===== src/rtl/regfile_wb_arbiter.sv =====
// Register-file writeback arbiter: shares one write port between EX and MEM, tracks loads in flight.
// Latency: one cycle from an accepted request to wr_en/rd/write_data; rs1_busy/rs2_busy are combinational.
// Backpressure: round-robin grant; the losing requester sees ready=0 and holds valid, rd and data stable.
//
// Ports:
//   clk, reset           rising-edge clock, asynchronous active-high reset
//   ex_valid/ex_rd/ex_data/ex_ready      EX (ALU) writeback request and accept
//   mem_valid/mem_rd/mem_data/mem_ready  MEM (load) writeback request and accept
//   sb_set/sb_rd         mark a load destination busy
//   flush                clear the whole busy scoreboard
//   rs1_addr/rs2_addr    hazard lookup addresses -> rs1_busy/rs2_busy
//   rd/write_data/wr_en  registered write port driving the register file
module regfile_wb_arbiter #(
  parameter int XLEN  = 32,
  parameter int NREGS = 32
) (
  input  logic            clk,
  input  logic            reset,
  input  logic            ex_valid,
  input  logic [4:0]      ex_rd,
  input  logic [XLEN-1:0] ex_data,
  output logic            ex_ready,
  input  logic            mem_valid,
  input  logic [4:0]      mem_rd,
  input  logic [XLEN-1:0] mem_data,
  output logic            mem_ready,
  input  logic            sb_set,
  input  logic [4:0]      sb_rd,
  input  logic            flush,
  input  logic [4:0]      rs1_addr,
  input  logic [4:0]      rs2_addr,
  output logic            rs1_busy,
  output logic            rs2_busy,
  output logic [4:0]      rd,
  output logic [XLEN-1:0] write_data,
  output logic            wr_en
);

  // 1 when MEM was the most recently accepted requester; reset value lets EX win the first tie.
  logic            last_grant_mem;
  logic            grant_ex;
  logic            grant_mem;
  logic            accept;
  logic [4:0]      req_rd;
  logic [XLEN-1:0] req_data;
  logic [NREGS-1:0] busy;

  // Grant is combinational. Readies are held low during reset so nothing is
  // consumed while the write stage cannot record it.
  always_comb begin
    grant_ex  = 1'b0;
    grant_mem = 1'b0;
    if (!reset) begin
      if (ex_valid && mem_valid) begin
        grant_ex  = last_grant_mem;
        grant_mem = !last_grant_mem;
      end else begin
        grant_ex  = ex_valid;
        grant_mem = mem_valid;
      end
    end
  end

  assign ex_ready  = grant_ex;
  assign mem_ready = grant_mem;
  assign accept    = grant_ex | grant_mem;

  always_comb begin
    req_rd   = mem_rd;
    req_data = mem_data;
    if (grant_ex) begin
      req_rd   = ex_rd;
      req_data = ex_data;
    end
  end

  // Round-robin pointer moves only on an accepted transfer.
  always_ff @(posedge clk or posedge reset) begin
    if (reset) begin
      last_grant_mem <= 1'b1;
    end else if (accept) begin
      last_grant_mem <= grant_mem;
    end
  end

  // Write stage. A write to x0 is consumed but never raises wr_en.
  always_ff @(posedge clk or posedge reset) begin
    if (reset) begin
      rd         <= '0;
      write_data <= '0;
      wr_en      <= 1'b0;
    end else if (accept) begin
      rd         <= req_rd;
      write_data <= req_data;
      wr_en      <= (req_rd != 5'd0);
    end else begin
      wr_en      <= 1'b0;
    end
  end

  // Busy scoreboard. The clear uses the write currently on the port, which the
  // register file captures on the same edge. A set on the same edge wins since
  // it represents a newer load to that register. busy[0] is never set.
  always_ff @(posedge clk or posedge reset) begin
    if (reset) begin
      busy <= '0;
    end else if (flush) begin
      busy <= '0;
    end else begin
      for (int r = 1; r < NREGS; r++) begin
        if (sb_set && (sb_rd == 5'(r))) begin
          busy[r] <= 1'b1;
        end else if (wr_en && (rd == 5'(r))) begin
          busy[r] <= 1'b0;
        end
      end
    end
  end

  // No bypass from the write stage: a register reads busy until the edge that writes it.
  assign rs1_busy = busy[rs1_addr];
  assign rs2_busy = busy[rs2_addr];

endmodule


===== config.mk =====
export PLATFORM = sky130hd
export DESIGN_NAME = regfile_wb_arbiter
export DESIGN_NICKNAME = d
export VERILOG_FILES = /design/src/rtl/regfile_wb_arbiter.sv
export SDC_FILE = /design/constraint.sdc
export NUM_CORES = 1
export LEC_CHECK = 0
export CAP_MARGIN = 20
export CORE_MARGIN = 1
export CORE_UTILIZATION = 40
export CTS_CLUSTER_SIZE = 40
export DETAILED_ROUTE_END_ITERATION = 8
export PLACE_DENSITY = 0.76
export SETUP_SLACK_MARGIN = 0.2
export SLEW_MARGIN = 30
export SYNTH_ARGS = -nofsm -noshare
export SYNTH_HDL_FRONTEND = slang
export SYNTH_SLANG_ARGS = --single-unit

===== constraint.sdc =====
create_clock -name clk -period 3.8 [get_ports clk]
set_input_delay 0.95 -clock clk [delete_from_list [all_inputs] [get_ports clk]]
set_output_delay 0.95 -clock clk [all_outputs]
set_load 0.02 [all_outputs]

; ---- Word level (Yosys, flattened, before mapping)
; Index checks and enable logic that the tools add are counted.
[totals]
latch_bits = 0
reg_bits = 70
romBits = 0
n_memories = 0
output_inout_bits = 42
input_bits = 95
wordCells = 270
ramBits = 0
[op_classes]
n_eq_ne = 62
mux = 74
n_shift = 0
bitwise = 1
magnitude_cmp = 2
div = 0
reduce_logical = 96
mul = 0
addsub = 0
[ops]
columns = op, n
row1 = equality test 5 bit (second input constant), 32
row2 = nonzero test 3 bit, 31
row3 = equality test 5 x 4 -> 1 bit (second input constant), 16
row4 = 2-to-1 mux 1 bit, 69
row5 = logical AND 1 bit, 63
row6 = equality test 5 x 3 -> 1 bit (second input constant), 8
row7 = 2-to-1 mux 32 bit, 1
row8 = 2-to-1 mux 31 bit, 1
row9 = equality test 5 x 2 -> 1 bit (second input constant), 4
row10 = < comparator 5 x 6 -> 1 bit (second input constant), 2
row11 = binary-select mux 1 bit (select 5 bit), 2
row12 = equality test 5 x 1 -> 1 bit (second input constant), 2
row13 = 2-to-1 mux 5 bit, 1
row14 = nonzero test 5 bit, 1
row15 = logical NOT 1 bit, 1
row16 = OR 1 bit, 1

; ---- Depth between registers and ports, before layout
; Gate-level depths: netlist (run 1).
[logic_depth]
ltp_word = 6
mapped_depth = 5
mapped_depth_nobuf = 4

; ---- Worst setup path before layout (run 1)
; Ideal clock, no wire load.
[synth_timing]
kind = in2out
startpoint = input reset
endpoint = output mem_ready
t_arrival_ns = 3.187
stages = 3
slack_ns = -0.337
required_ns = 2.850
n_path_buf = 1
path_cell_list = inv_1 -> o211a_1 -> clkbuf_1
[synth_via]
elab_chain_len = 1
[synth_lines]
columns = item, line_no
row1 = start: declaration, 18  ; input logic reset,
row2 = 2-to-1 mux 1 bit, 53  ; if (!reset) begin
row3 = end: declaration, 26  ; output logic mem_ready,
; Every way passes these cells.

; ---- Worst setup path in the final report (run 1)
[layout_timing]
startpoint = input rs2_addr[0]
endpoint = output rs2_busy
[layout_via]
elab_chain_len = 2
[layout_lines]
columns = item, line_no
row1 = start: declaration, 31  ; input logic [4:0] rs2_addr,
row2 = binary-select mux 1 bit (select 5 bit), 122  ; assign rs2_busy = busy[rs2_addr];
row3 = 2-to-1 mux 1 bit (implied by the code), 122
row4 = end: declaration, 33  ; output logic rs2_busy,
; Every way passes these cells. The select of a mux whose other input is x is not followed.

==> run summary, run 1 <==
Global Route Usage Sum -> 23.7%
Startpoint types -> primary input
#FFs+latches synth -> 70
Pwr dens -> 390 nW/um^2
Initial core utilization -> 41.7%
Leakage power -> 0.00230 uW
Skew final -> 10.3 ps
Number of fill cells -> 766
Unrepaired setup endpoints after global routing -> no
Crit-path most repeated cell -> dlygate4sd2_1
Vias -> 3645
Mapped Nets -> 505
RR Startpoint -> last_grant_mem
Area contributors post-synth -> dfrtp_1 (47%), nand2_1 (10%), a22oi_1 (7.4%)
Switching Share -> 30.2%
Die X -> 97.9 um
HP Start -> write_data[29]
Detail Route Antenna Nets -> 0
Hpwl dp -> 8.24 mm
Switching power -> 638 uW
Comb power frac -> 28.0%
Run status -> finished, violations left
Register area share after synthesis -> 47.7%
Clock root cell -> clkbuf_8
Hold-fix buffers at CTS -> 0
Nets -> 641
Netlist cell types -> 27
Crit end category -> output pin
RePlAce Congestion -> 0.864
Slowest cell on the critical path -> mux4_2
Vias in the first global route -> 3625
Cell taking the most area after synthesis -> dfrtp_1
Top Ports -> 137
Crit path kind -> primary input to output pin
Cell total after placement -> 642
Avg WL per Cell -> 16.4 um
Overflow after GRT -> 0
First-iteration detailed-routing DRC count -> 250
Final Non-Filler Cells -> 659
Post-synthesis cell count -> 410
First-pass iteration count of the detailed router -> 7
Required @ worst endpoint -> 2850 ps
Total Wirelength -> 10.8 mm
Fmax -> 288 MHz
Row count -> 34
HP Class -> flop to flop
Worst path arrival time -> 2520 ps
Area Overhead vs Synth -> 47.3%
CTS tree -> built
YS warnings -> 0
Worst path top cell family by delay -> buffers and inverters
P_int -> 1470 uW
Worst path bufs/invs -> 2
Htree depth -> 3
Relative slew slack -> 61.2%
DIE AREA -> 9580 um^2
CP max FO -> 4
Largest net degree at the start of global routing -> 72
Pre-CTS WS -> -197 ps
Final TNS setup -> 0 ps
Endpoints failing setup -> 0
Share of layout cells above drive strength 1 -> 7.26%
Drt drc -> 4
Max-cap viol count -> 0
First-pass GRT wire length -> 17.8 mm
Crit-path max cell delay -> 540 ps
RR Endpoint -> write_data[0]
Worst-path cell chain -> dlygate4sd2_1 -> mux4_2 -> nand2b_1 -> o2111ai_1 -> nand4_1 -> dlygate4sd2_1
Post-Syn Area -> 3680 um^2
Initial antenna violation count -> 0
Flop pwr share -> 41.4%
Failing checks -> DRC
Worst skew pair latency -> 350 ps
Synthesized area per cell -> 8.97 um^2
FF-to-FF path depth -> 5
Clock sinks -> 70
Clk slew on worst S/H paths -> 70 ps
Crit share post-route -> 91.2%
Post-CTS resize count -> 4
Period minus WS final -> 3470 ps
Hold depth -> 2
DR vias/cell -> 5.53
Reg2Reg Setup Slack -> 2190 ps
Number of port buffers -> 136
Post-CTS setup buffer count -> 0
Die Y -> 97.9 um
Total power -> 2110 uW
Hold EP -> write_data[29]
Maximum vdd drop -> 0.205 mV
Top cell type's share of synthesized area -> 47.0%
Core ar. -> 8810 um^2
PnR worst setup slack -> 333 ps
Clock buffer depth -> 2
Clock Power Share -> 30.6%
Diode count -> 0
Utilization of the core after routing -> 61.5%
Worst-Margin Slew -> 578 ps
Slew Viols, Final -> 0
TritonCTS Buffers -> 9
Final hold vios -> 0
[worst max path at each step]
| stage | startpoint | endpoint | slack, ps | depth (start not counted) |
|---|---|---|---|---|
| global placement | rs2_addr[0] | rs2_busy | -130 | 6 |
| CTS | rs2_addr[1] | rs2_busy | 250 | 6 |
| detailed placement | rs2_addr[0] | rs2_busy | -200 | 6 |
| finish | rs2_addr[0] | rs2_busy | 330 | 6 |
| global route | rs2_addr[0] | rs2_busy | 210 | 6 |
| floorplan | reset | mem_ready | 330 | 3 |
[cell type report]
| type | instances | area [um^2] | area share [%] |
|---|---|---|---|
| Inverter | 5 | 22.5 | 0.416 |
| Sequential cell | 70 | 1750 | 32.4 |
| Clock inverter | 6 | 86.3 | 1.59 |
| Timing Repair Buffer | 149 | 1480 | 27.3 |
| Multi-Input combinational cell | 311 | 1810 | 33.4 |
| Tap cell | 108 | 135 | 2.49 |
| Clock buffer | 10 | 128 | 2.36 |
[sequential cells by signal (all words and copies together), names as in the netlist]
name            flops
last_grant_mem      1
write_data         32
wr_en               1
rd                  5
busy               31
[per-stage QoR]
step | area, um^2 | hold slack (ps)
6_report | 5420 | 476
5_1_grt | 5420 | 510
4_1_cts | 5390 | 481
3_5_place_dp | 5180 | 462
3_3_place_gp | 5190 | 459
2_1_floorplan | 3680 | 502
[layer usage]
metal | vias up | track usage [%] | part of all wire (%)
li1 | 1731 | - | -
met1 | 1705 | 29.7 | 40
met2 | 179 | 37.9 | 47
met3 | 30 | 6.87 | 9.5
met4 | 0 | 10.8 | 3.2
met5 | - | 0 | 0
[worst min-delay path, cell delays in order, from the launching register on]
cell and delay (ps):
dfrtp_1 340, nand2_1 50, nand2_1 50
[logic make-up after synthesis]
family,share of synthesized area (%)
AO/OA/AOI/OAI,19.8
buffers and inverters,3.34
flip-flops,47.7
multiplexers,9.94
AND/OR/NAND/NOR,19.2
[Yosys cell counts, drive strengths merged]
cell type  instances
or4                2
nand4              3
nand3             20
inv                5
nor2               9
o21bai             1
or2                1
o211ai             2
a22oi             36
clkbuf            13
mux2i             23
nand2            102
nor3               2
buf               11
o2111ai            2
nor2b             13
dfrtp             69
a211oi             3
o211a              1
nand2b             7
o21ai             39
nor3b              2
dfstp              1
mux4               6
a21oi             37
[power by group through the flow]
stage               Sequential [uW]  Combinational (uW)  Clock [uW]
finish                          875                 591         645
global route                    886                 638         697
CTS                             875                 591         658
detailed placement              888                 592           0
global placement                886                 585           0
floorplan                       964                 189           0
[placed cells by master (no fill, tap or decap), types with 2 or more instances in the layout]
| master | n |
|---|---|
| a21oi_1 | 37 |
| clkinv_2 | 2 |
| nor3_1 | 2 |
| mux4_2 | 6 |
| o211ai_1 | 2 |
| nand2_1 | 102 |
| clkbuf_8 | 9 |
| clkdlybuf4s50_1 | 130 |
| or4_1 | 2 |
| inv_1 | 4 |
| nor2_1 | 9 |
| nand3_1 | 20 |
| nor3b_1 | 2 |
| buf_4 | 11 |
| o2111ai_1 | 2 |
| o21ai_0 | 38 |
| dlygate4sd2_1 | 3 |
| clkinvlp_4 | 2 |
| a211oi_1 | 2 |
| bufinv_16 | 2 |
| nand2b_1 | 7 |
| nor2b_1 | 13 |
| nand4_1 | 3 |
| mux2i_1 | 23 |
| dfrtp_1 | 69 |
| a22oi_1 | 36 |
No activity file was read; power rests on OpenSTA's default activity.
==> inputs of run 2 (changes only) <==
--- a/config.mk
+++ b/config.mk
@@ -5,6 +5,7 @@
 export SDC_FILE = /design/constraint.sdc
 export NUM_CORES = 1
 export LEC_CHECK = 0
+export ABC_CLOCK_PERIOD_IN_PS = 3800
 export CAP_MARGIN = 20
 export CORE_MARGIN = 1
 export CORE_UTILIZATION = 40
@@ -12,6 +13,7 @@
 export DETAILED_ROUTE_END_ITERATION = 8
 export PLACE_DENSITY = 0.76
 export SETUP_SLACK_MARGIN = 0.2
+export SKIP_CTS_REPAIR_TIMING = 1
 export SLEW_MARGIN = 30
 export SYNTH_ARGS = -nofsm -noshare
 export SYNTH_HDL_FRONTEND = slang
==> run 2 against run 1 <==
  * The run still ends with DRC left
  * Via count rose by 0.25%
  * Final area rose by 0.35%
  * Cell count did not move
  * Power rose by 0.10%
  * Core utilization rose by 0.21 points
  * Sequential share of layout area fell by 0.11 points
  * Die area did not move
  * Global-route usage barely moved
  * Largest power group unchanged
==> run summary, run 2 (same netlist as run 1, synthesis figures left out) <==
Run status -> finished, violations left
Failing checks -> DRC
Regs by FF count -> write_data x32, busy x31, rd x5
Crit-path max cell delay -> 520 ps (-20 ps)
Avg WL per Cell -> 16.4 um (about the same)
Clock buffer depth -> 2 (unchanged)
Vias -> 3654 (+0.25%)
Number of fill cells -> 762 (-0.52%)
Fmax -> 292 MHz (+1.2%)
Relative slew slack -> 60.1% (-1.1 points)
First-iteration detailed-routing DRC count -> 239 (-4.4%)
Worst path bufs/invs -> 3 (+1)
Startpoint types -> primary input
Cell total after placement -> 642 (unchanged)
First-pass iteration count of the detailed router -> 7 (unchanged)
Commonest cells after routing, fill and taps aside -> clkdlybuf4s50_1 (130), nand2_1 (102), dfrtp_1 (69)
TritonCTS Buffers -> 9 (unchanged)
Slew Viols, Final -> 0 (unchanged)
Final Non-Filler Cells -> 659 (unchanged)
Leakage power -> 0.00234 uW (+1.7%)
DIE AREA -> 9580 um^2 (unchanged)
Nets -> 641 (unchanged)
Hpwl dp -> 8.24 mm (unchanged)
Overflow after GRT -> 0 (unchanged)
Total Wirelength -> 10.8 mm (about the same)
Largest register FFs -> 32 (unchanged)
Met1 WL -> 4.31 mm (-0.21%)
HP Class -> flop to flop
Unrepaired setup endpoints after global routing -> no
First-pass GRT wire length -> 17.8 mm (about the same)
Slowest cell on the critical path -> clkdlybuf4s50_1
CTS tree -> built
Routed met3 length -> 1.05 mm (+2.6%)
Vias in the first global route -> 3622 (-0.083%)
Worst path top cell family by delay -> buffers and inverters
Metal2 WL -> 5.12 mm (-0.29%)
Top Ports -> 137 (unchanged)
Core ar. -> 8810 um^2 (unchanged)
Row count -> 34 (unchanged)
Top Metal Used -> met4
Number of port buffers -> 136 (unchanged)
Register area -> 1750 um^2 (unchanged)
Die Y -> 97.9 um (unchanged)
Crit path kind -> primary input to output pin
Worst-path cell chain -> clkdlybuf4s50_1 -> buf_4 -> nor2b_1 -> a22oi_1 -> nand3_1 -> nand4_1 -> dlymetal6s2s_1
Worst path arrival time -> 2480 ps (-40 ps)
DR vias/cell -> 5.54 (+0.25%)
Clk slew on worst S/H paths -> 70 ps (about the same)
Commonest non-fill, non-tap cell in the layout -> clkdlybuf4s50_1
Required @ worst endpoint -> 2850 ps (about the same)
HP Start -> write_data[29]
Die X -> 97.9 um (unchanged)
CP max FO -> 6 (+2)
Clock sinks -> 70 (unchanged)
Period minus WS final -> 3430 ps (-42.2 ps)
Share of layout cells above drive strength 1 -> 7.08% (-0.18 points)
Crit share post-route -> 90.1% (-1.1 points)
Biggest register -> write_data
Maximum vdd drop -> 0.205 mV (about the same)
Hold depth -> 2 (unchanged)
Initial antenna violation count -> 0 (unchanged)
Worst skew pair latency -> 340 ps (about the same)
Drt drc -> 4 (unchanged)
Endpoints failing setup -> 0 (unchanged)
Detail Route Antenna Nets -> 0 (unchanged)
Area Overhead vs Synth -> 47.9%
FF-to-FF path depth -> 5 (unchanged)
Pwr dens -> 389 nW/um^2 (-0.24%)
Diode count -> 0 (unchanged)
Initial core utilization -> 41.7% (unchanged)
RR Startpoint -> last_grant_mem
Max-cap viol count -> 0 (unchanged)
Global Route Usage Sum -> 23.7% (about the same)
Crit end category -> output pin
Largest net degree at the start of global routing -> 72 (unchanged)
Multi-input logic area -> 1810 um^2 (unchanged)
Pre-CTS WS -> -197 ps (unchanged)
Final hold vios -> 0 (unchanged)
Total power -> 2110 uW (+0.10%)
Worst-Margin Slew -> 594 ps (+16.2 ps)
RR Endpoint -> write_data[0]
Htree depth -> 3 (unchanged)
Hold EP -> write_data[29]
RePlAce Congestion -> 0.864 (unchanged)
PnR worst setup slack -> 375 ps (+42.2 ps)
Reg2Reg Setup Slack -> 2190 ps (about the same)
Clock root cell -> clkbuf_8
Skew final -> 8.53 ps (-1.74 ps)
[run 2: changes by cell type in the layout (fill, tap and decap cells not counted)]
cell | before | now
dlygate4sd2_1 | 3 | 0
clkbuf_2 | 1 | 0
dlymetal6s2s_1 | 1 | 5
[run 2: tightest hold or removal path, delay by kind of cell (launching register included)]
| family | cells | cell delay [ps] |
|---|---|---|
| simple gates | 2 | 100 |
| flops | 1 | 340 |
[run 2: routing by layer]
| metal | vias up | GRT usage (%) |
|---|---|---|
| met5 | - | 0 |
| met4 | 0 | 10.8 |
| met3 | 30 | 6.80 |
| met2 | 184 | 37.9 |
| met1 | 1708 | 29.7 |
| li1 | 1732 | - |
[run 2: how the worst max path moves through the flow]
stage / slack [ps] / from / cells past startpoint / endpoint
2_1_floorplan: 330 / reset / 3 / mem_ready
3_5_place_dp: -200 / rs2_addr[0] / 6 / rs2_busy
4_1_cts: -200 / rs2_addr[0] / 6 / rs2_busy
3_3_place_gp: -130 / rs2_addr[0] / 6 / rs2_busy
6_report: 370 / rs1_addr[1] / 7 / rs1_busy
5_1_grt: 250 / rs1_addr[1] / 7 / rs1_busy
[run 2: through the flow]
step	utilization (%)	hold WS (ps)	setup TNS (ps)	instance area, um^2
finish	61.7	476	0	5440
global route	61.7	510	0	5440
CTS	61.3	481	-347	5400
detailed placement	58.8	462	-335	5180
global placement	58.9	459	-234	5190
floorplan	-	502	0	3680
[run 2: power breakdown]
group,switching [uW],total [uW],internal [uW]
Clock,276,645,368
Combinational,307,594,287
Sequential,55.4,875,820
[run 2: area by class of cell]
class / count / area share, %
Sequential cell: 70 / 32.3
Multi-Input combinational cell: 311 / 33.3
Timing Repair Buffer: 149 / 27.6
Inverter: 5 / 0.414
Tap cell: 108 / 2.49
Clock buffer: 10 / 2.35
Clock inverter: 6 / 1.59
